===== src/rtl/pe_array_pkg.sv =====
// pe_array_pkg: opcodes, sequencer states and instruction layout shared by the PE command path
package pe_array_pkg;
  localparam logic [3:0] MUL = 4'd0;
  localparam logic [3:0] SHU = 4'd1;
  localparam logic [3:0] SHD = 4'd2;
  localparam logic [3:0] SHL = 4'd3;
  localparam logic [3:0] SHR = 4'd4;
  localparam logic [3:0] WRA = 4'd5;
  localparam logic [3:0] WRB = 4'd6;
  localparam logic [3:0] WRS = 4'd7;
  localparam logic [3:0] RST = 4'd8;
  localparam logic [3:0] NOP = 4'hF;
  localparam int OP_W = 4;
  localparam int RPT_W = 8;
  typedef enum logic [2:0] {S_SYNC, S_IDLE, S_ISSUE, S_WAIT, S_ACK, S_CLEAR, S_HALT} state_t;
  function automatic int instr_w(input int out_prec);
    return OP_W + RPT_W + out_prec;
  endfunction
endpackage


===== src/rtl/pe_command_sequencer_cmd_fifo.sv =====
// cmd_fifo: synchronous instruction FIFO with a registered not-full flag used as the host ready
module cmd_fifo #(
  parameter int W = 44,
  parameter int DEPTH = 8
) (
  input  logic         CLK,
  input  logic         reset,
  input  logic         push,
  input  logic [W-1:0] wdata,
  input  logic         pop,
  output logic [W-1:0] rdata,
  output logic         empty,
  output logic         ready
);
  localparam int AW = $clog2(DEPTH);
  logic [W-1:0] mem [DEPTH];
  logic [AW:0] wp, rp, wp_n, rp_n;
  logic do_push, do_pop;
  assign do_push = push && ready;
  assign do_pop = pop && !empty;
  assign wp_n = wp + (AW+1)'(do_push);
  assign rp_n = rp + (AW+1)'(do_pop);
  assign empty = wp == rp;
  assign rdata = mem[rp[AW-1:0]];
  always_ff @(posedge CLK)
    if (reset) begin
      wp <= '0;
      rp <= '0;
      ready <= 1'b0;
    end else begin
      wp <= wp_n;
      rp <= rp_n;
      ready <= (wp_n - rp_n) != (AW+1)'(DEPTH);
    end
  always_ff @(posedge CLK)
    if (do_push) mem[wp[AW-1:0]] <= wdata;
endmodule


===== src/rtl/pe_command_sequencer.sv =====
// pe_command_sequencer: pops host instructions and runs the issue/ready/ack/clear handshake with the PE array
module pe_command_sequencer
  import pe_array_pkg::*;
#(
  parameter int PRECISION = 8,
  parameter int OUTPUT_PRECISION = 32,
  parameter int NUM_PE = 16,
  parameter int DEPTH = 8,
  parameter int TIMEOUT = 1024
) (
  input  logic                        CLK,
  input  logic                        reset,
  input  logic                        cmd_valid,
  output logic                        cmd_ready,
  input  logic [3:0]                  cmd_op,
  input  logic [7:0]                  cmd_rpt,
  input  logic [OUTPUT_PRECISION-1:0] cmd_data,
  output logic [3:0]                  command_to_execute,
  output logic [PRECISION-1:0]        a_overwrite,
  output logic [PRECISION-1:0]        b_overwrite,
  output logic [OUTPUT_PRECISION-1:0] s_out_overwrite,
  input  logic [NUM_PE-1:0]           pe_ready,
  output logic                        ack,
  output logic                        busy,
  output logic                        done,
  output logic                        timeout_err,
  output logic                        illegal_op
);
  localparam int IW = instr_w(OUTPUT_PRECISION);
  localparam int CW = $clog2(TIMEOUT + 1);
  logic [IW-1:0] head;
  logic empty, pop, timed_out, init_q;
  logic [3:0] head_op, op_q;
  logic [7:0] head_rpt, rpt_q;
  logic [OUTPUT_PRECISION-1:0] head_data;
  logic [CW-1:0] cnt;
  state_t state;
  assign head_op = head[IW-1 -: OP_W];
  assign head_rpt = head[IW-OP_W-1 -: RPT_W];
  assign head_data = head[OUTPUT_PRECISION-1:0];
  assign pop = state == S_IDLE && !empty;
  assign timed_out = cnt == CW'(TIMEOUT - 1);
  cmd_fifo #(.W(IW), .DEPTH(DEPTH)) u_fifo (
    .CLK   (CLK),
    .reset (reset),
    .push  (cmd_valid),
    .wdata ({cmd_op, cmd_rpt, cmd_data}),
    .pop   (pop),
    .rdata (head),
    .empty (empty),
    .ready (cmd_ready)
  );
  // outputs are assigned on the transition into the state they belong to
  always_ff @(posedge CLK)
    if (reset) begin
      state <= S_SYNC;
      command_to_execute <= NOP;
      ack <= 1'b0;
      a_overwrite <= '0;
      b_overwrite <= '0;
      s_out_overwrite <= '0;
      done <= 1'b0;
      busy <= 1'b0;
      timeout_err <= 1'b0;
      illegal_op <= 1'b0;
      op_q <= NOP;
      rpt_q <= '0;
      cnt <= '0;
      init_q <= 1'b1;
    end else begin
      done <= 1'b0;
      busy <= state != S_IDLE || !empty;
      command_to_execute <= NOP;
      ack <= 1'b0;
      cnt <= cnt + 1'b1;
      case (state)
        S_SYNC: begin
          ack <= 1'b1;
          cnt <= '0;
          state <= S_CLEAR;
        end
        S_IDLE:
          if (!empty) begin
            if (head_op <= RST) begin
              op_q <= head_op;
              rpt_q <= head_rpt;
              command_to_execute <= head_op;
              a_overwrite <= head_data[PRECISION-1:0];
              b_overwrite <= head_data[PRECISION-1:0];
              s_out_overwrite <= head_data;
              state <= S_ISSUE;
            end else illegal_op <= 1'b1;
          end
        S_ISSUE: begin
          cnt <= '0;
          state <= S_WAIT;
        end
        S_WAIT:
          if (&pe_ready) begin
            ack <= 1'b1;
            state <= S_ACK;
          end else if (timed_out) begin
            timeout_err <= 1'b1;
            ack <= 1'b1;
            state <= S_HALT;
          end
        S_ACK: begin
          cnt <= '0;
          state <= S_CLEAR;
        end
        S_CLEAR:
          if (~|pe_ready) begin
            if (init_q) begin
              init_q <= 1'b0;
              state <= S_IDLE;
            end else if (rpt_q != 8'd0) begin
              rpt_q <= rpt_q - 1'b1;
              command_to_execute <= op_q;
              state <= S_ISSUE;
            end else begin
              done <= 1'b1;
              state <= S_IDLE;
            end
          end else if (timed_out) begin
            timeout_err <= 1'b1;
            ack <= 1'b1;
            state <= S_HALT;
          end
        default: ack <= 1'b1;
      endcase
    end
endmodule

===== config.mk =====
export PLATFORM = sky130hd
export DESIGN_NAME = pe_command_sequencer
export DESIGN_NICKNAME = d
export VERILOG_FILES = /design/src/rtl/pe_array_pkg.sv /design/src/rtl/pe_command_sequencer_cmd_fifo.sv /design/src/rtl/pe_command_sequencer.sv
export SDC_FILE = /design/constraint.sdc
export NUM_CORES = 1
export LEC_CHECK = 0
export CORE_ASPECT_RATIO = 0.7
export CORE_UTILIZATION = 39
export CTS_CLUSTER_DIAMETER = 50
export DETAILED_ROUTE_END_ITERATION = 6
export DONT_BUFFER_PORTS = 1
export HOLD_SLACK_MARGIN = 0.06
export PLACE_DENSITY = 0.58
export SLEW_MARGIN = 30
export SYNTH_ARGS = -nofsm -noshare
export SYNTH_HDL_FRONTEND = slang
export SYNTH_SLANG_ARGS = --single-unit

===== constraint.sdc =====
create_clock -name CLK -period 6 [get_ports CLK]
set_input_delay 0.6 -clock CLK [delete_from_list [all_inputs] [get_ports CLK]]
set_output_delay 0.6 -clock CLK [all_outputs]
set_load 0.05 [all_outputs]

==> impl_metrics.xml <==
<?xml version="1.0" encoding="UTF-8"?>
<metrics>
  <group name="power_and_ir_drop">
    <metric name="worst_ir_drop_vdd" unit="mV">0.2027</metric>
    <metric name="cell_internal_pwr" unit="W">0.004980</metric>
    <metric name="switching_share" unit="%">21.98</metric>
    <metric name="fin_total_pwr" unit="W">0.006383</metric>
    <metric name="power_leakage" unit="nW">5.732</metric>
    <metric name="total_switching_power" unit="W">0.001403</metric>
    <metric name="power_frac_clock" unit="%">41.8</metric>
    <metric name="sequentialPowerShare" unit="%">52.7</metric>
    <metric name="power_density" unit="nW/um2">340.3</metric>
    <metric name="comb_power_share" unit="%">5.4</metric>
  </group>
  <group name="global_route">
    <metric name="use_met2" unit="%">25.01</metric>
    <metric name="grt_max_degree" unit="">63</metric>
    <metric name="first_global_vias" unit="">8217</metric>
    <metric name="grt_first_pass_wirelength" unit="um">51720</metric>
    <metric name="grt_usage" unit="%">15.76</metric>
    <metric name="grt_overflow_total" unit="">0</metric>
    <metric name="gr-usage-met3" unit="%">4.588</metric>
    <metric name="grt_most_used_layer" unit="">met2</metric>
    <metric name="number_of_antenna_violations_at_the_first_check_in_global_routing" unit="">0</metric>
    <metric name="groute.layer.met1.usage" unit="%">21.65</metric>
  </group>
  <group name="die">
    <metric name="die_w" unit="um">249.4</metric>
    <metric name="fp-row-count" unit="">63</metric>
    <metric name="initial_utilization" unit="%">39.54</metric>
    <metric name="dieArea" unit="um2">43680</metric>
    <metric name="floorplan.core_area" unit="um2">42250</metric>
    <metric name="io-pin-count" unit="">121</metric>
    <metric name="die_height" unit="um">175.2</metric>
  </group>
  <group name="clock_network">
    <metric name="cts.repair.resized" unit="">0</metric>
    <metric name="post_cts_buffers" unit="">0</metric>
    <metric name="root_buffer" unit="">sky130_fd_sc_hd__clkbuf_16</metric>
    <metric name="cts_sinks" unit="">429</metric>
    <metric name="clock_tree_buf_depth" unit="">3</metric>
    <metric name="cts_made_buffers" unit="">43</metric>
    <metric name="tritoncts" unit="">built</metric>
    <metric name="cts_hold_repair.buffers" unit="">0</metric>
    <metric name="clock_tree.htree_level_count" unit="">2</metric>
    <metric name="clkTransAtPathRegs" unit="ns">0.06</metric>
    <metric name="clock_latency" unit="ns">0.55</metric>
  </group>
  <group name="yosys">
    <metric name="ys.warnings.count" unit="">0</metric>
    <metric name="synth_cells" unit="">908</metric>
    <metric name="post_synth_main_area_contributors" unit="">sky130_fd_sc_hd__edfxtp_1, sky130_fd_sc_hd__mux4_2, sky130_fd_sc_hd__dfxtp_1, sky130_fd_sc_hd__mux2i_1, sky130_fd_sc_hd__nor2_1</metric>
    <metric name="dominant_register_cell_in_the_synthesized_netlist" unit="">sky130_fd_sc_hd__edfxtp_1</metric>
    <metric name="post_synthesis_sequential_element_count" unit="">429</metric>
    <metric name="synth_cell_type_count" unit="">53</metric>
    <metric name="syn_avg_cell_area" unit="um2">18.40</metric>
    <metric name="synth-edff-count" unit="">352</metric>
    <metric name="netlist.area_leader.share" unit="%">63.28</metric>
    <metric name="cell_accounting_for_the_most_synthesized_area" unit="">sky130_fd_sc_hd__edfxtp_1</metric>
    <metric name="synthesis.nets" unit="">980</metric>
    <metric name="synthesis.area" unit="um2">16700</metric>
    <metric name="postSynth.asyncResetShare" unit="%">0</metric>
    <metric name="fraction_of_the_yosys_area_taken_by_sequential_cells" unit="%">72.50</metric>
  </group>
  <group name="cells_and_area">
    <metric name="area_delta_synth_final" unit="%">12.28</metric>
    <metric name="commonest_cells_after_routing_fill_and_taps_aside" unit="">sky130_fd_sc_hd__edfxtp_1, sky130_fd_sc_hd__mux4_2, sky130_fd_sc_hd__dfxtp_1</metric>
    <metric name="most_common_library_cell_in_the_layout_ignoring_fill_and_taps" unit="">sky130_fd_sc_hd__edfxtp_1</metric>
    <metric name="layout.filler_cells" unit="">3614</metric>
    <metric name="instances_no_fill" unit="">1502</metric>
    <metric name="post_route_cells_drive_above_1_share" unit="%">23.18</metric>
    <metric name="design_area" unit="um2">18760</metric>
    <metric name="finalNetCount" unit="">986</metric>
  </group>
  <group name="timing">
    <metric name="worst_slew_margin_rel" unit="%">43.47</metric>
    <metric name="finalMaxSlewViolations" unit="">0</metric>
    <metric name="rsz0062_at_grt" unit="">false</metric>
    <metric name="finalCritPeriodShare" unit="%">55.43</metric>
    <metric name="highest_achievable_clock_rate" unit="GHz">0.3007</metric>
    <metric name="timing.clock.skew" unit="ns">0.01895</metric>
    <metric name="final-setup-viol-count" unit="">0</metric>
    <metric name="clock_period_minus_final_worst_setup_slack" unit="ns">3.326</metric>
    <metric name="finalHoldViolCount" unit="">0</metric>
    <metric name="worst_pin_slew" unit="ns">0.8463</metric>
    <metric name="fin_tns_setup" unit="ns">0</metric>
  </group>
  <group name="worst_setup_path">
    <metric name="r2r-end" unit="">s_out_overwrite[21]</metric>
    <metric name="worstSetupStartpointType" unit="">register</metric>
    <metric name="regToRegStartpoint" unit="">u_fifo.rp[2]</metric>
    <metric name="ff2ff_path_depth" unit="">7</metric>
    <metric name="regToRegSetupSlack" unit="ns">2.67</metric>
    <metric name="critPathKind" unit="">reg2reg</metric>
    <metric name="critical_path_data_arrival_time" unit="ns">3.77</metric>
    <metric name="worst_setup_path_startpoint" unit="">u_fifo.rp[2]</metric>
    <metric name="worstSetupEndpointType" unit="">register</metric>
    <metric name="critical_path.endpoint" unit="">s_out_overwrite[21]</metric>
    <metric name="worstPathRequired" unit="ns">6.44</metric>
    <metric name="crit_fanout" unit="">34</metric>
  </group>
  <group name="run_status">
    <metric name="status" unit="">completed</metric>
  </group>
  <group name="drt">
    <metric name="viasPerCell" unit="">5.340</metric>
    <metric name="drc" unit="">0</metric>
    <metric name="drt-wirelength-per-cell" unit="um">22.58</metric>
    <metric name="drtIter0Drc" unit="">634</metric>
    <metric name="postRouteAntennaNets" unit="">0</metric>
    <metric name="detailroute.via_count" unit="">8020</metric>
    <metric name="drtPass1Iterations" unit="">5</metric>
    <metric name="finalWirelength" unit="um">33910</metric>
  </group>
  <group name="place">
    <metric name="placement.io_buffers" unit="">0</metric>
    <metric name="place_inst" unit="">1421</metric>
    <metric name="post-dp-hpwl" unit="um">19400</metric>
    <metric name="placed_cell_area" unit="um2">17330</metric>
    <metric name="place_congestion" unit="">0.7342</metric>
  </group>
  <group name="min_path">
    <metric name="min_path_type" unit="">in2reg</metric>
  </group>
  <group name="job">
    <metric name="maxCapViolCount" unit="">0</metric>
  </group>
</metrics>
[cell usage after synthesis (all sizes together) (2+ instances only)]
library cell	count
edfxtp	352
mux4	88
dfxtp	77
nor2	59
buf	42
mux2i	38
a211oi	34
clkbuf	24
nand2	16
o21ai	16
a21oi	14
inv	12
nand3	12
nor3	10
xor2	10
ha	9
mux2	9
nand4	9
nor4	9
and3	8
xnor2	7
a31oi	5
nand2b	5
or3	5
nor2b	4
nor3b	4
o31ai	4
o32ai	4
and2	3
a311o	2
nor4b	2
o41ai	2
or2	2
[worst max-delay path, cell delays in order, from the launching register on]
cell and delay, ns:
sky130_fd_sc_hd__dfxtp_4 0.55, sky130_fd_sc_hd__buf_4 0.65, sky130_fd_sc_hd__mux2i_1 0.43, sky130_fd_sc_hd__a31oi_2 0.25
sky130_fd_sc_hd__nor2b_4 0.59, sky130_fd_sc_hd__buf_4 0.42, sky130_fd_sc_hd__nor2_1 0.08, sky130_fd_sc_hd__a211oi_1 0.25
[sequential cells by signal, summed over array words and instances, names as in the netlist, 3 cells and up]
signal              count
s_out_overwrite        25
b_overwrite             7
cnt                    11
command_to_execute      4
op_q                    4
rpt_q                   8
u_fifo.rp               4
u_fifo.wp               4
u_fifo.mem            352
state                   3
[worst min-delay path by stage]
stage | from | endpoint | slack [ns] | depth (start not counted)
floorplan | cnt[0] | cnt[0] | 0.43 | 1
global placement | cnt[0] | cnt[0] | 0.45 | 1
detailed placement | cnt[0] | cnt[0] | 0.45 | 1
CTS | reset | s_out_overwrite[26] | 0.09 | 1
global route | reset | s_out_overwrite[28] | 0.10 | 1
finish | cmd_data[20] | u_fifo.mem[4][20] | 0.14 | 0
[area by class of cell]
| type | count | area, um2 | share of cell area [%] |
|---|---|---|---|
| Inverter | 12 | 45.04 | 0.2401 |
| Multi-Input combinational cell | 401 | 4257 | 22.69 |
| Clock inverter | 17 | 188.9 | 1.007 |
| Antenna cell | 1 | 2.502 | 0.01334 |
| Sequential cell | 429 | 12120 | 64.63 |
| Clock buffer | 63 | 1222 | 6.517 |
| Timing Repair Buffer | 27 | 227.7 | 1.214 |
| Tap cell | 552 | 690.7 | 3.682 |
[routing by layer]
layer | wire [um] | share of wire [%]
met2 | 15930 | 47
met4 | 437 | 1.3
met1 | 15480 | 46
met5 | 0 | 0
met3 | 2058 | 6.1
[cells by family after synthesis]
group / synth area share (%)
buffers and inverters: 2.434
flip-flops: 72.50
multiplexers: 14.77
adder cells (fa/ha/maj): 0.6741
XOR/XNOR: 0.8913
AO/OA/AOI/OAI: 4.202
AND/OR/NAND/NOR: 4.524
[stage by stage]
step           hold WS [ns]  setup slack, ns  util (%)
2_1_floorplan        0.4302            1.264         -
3_3_place_gp         0.4464            2.385     40.96
3_5_place_dp         0.4519            2.638     41.02
4_1_cts             0.09417            2.615     44.36
5_1_grt              0.1005            2.451     44.39
6_report             0.1405            2.674     44.39
[power by group through the flow]
stage          Clock (W)  Combinational (W)  Sequential (W)
2_1_floorplan          0           0.000304         0.00341
3_3_place_gp           0           0.000336         0.00344
5_1_grt          0.00286           0.000378         0.00337
3_5_place_dp           0           0.000352         0.00343
4_1_cts          0.00274           0.000353         0.00337
6_report         0.00267           0.000347         0.00337
Power figures use the tool's default switching activity.
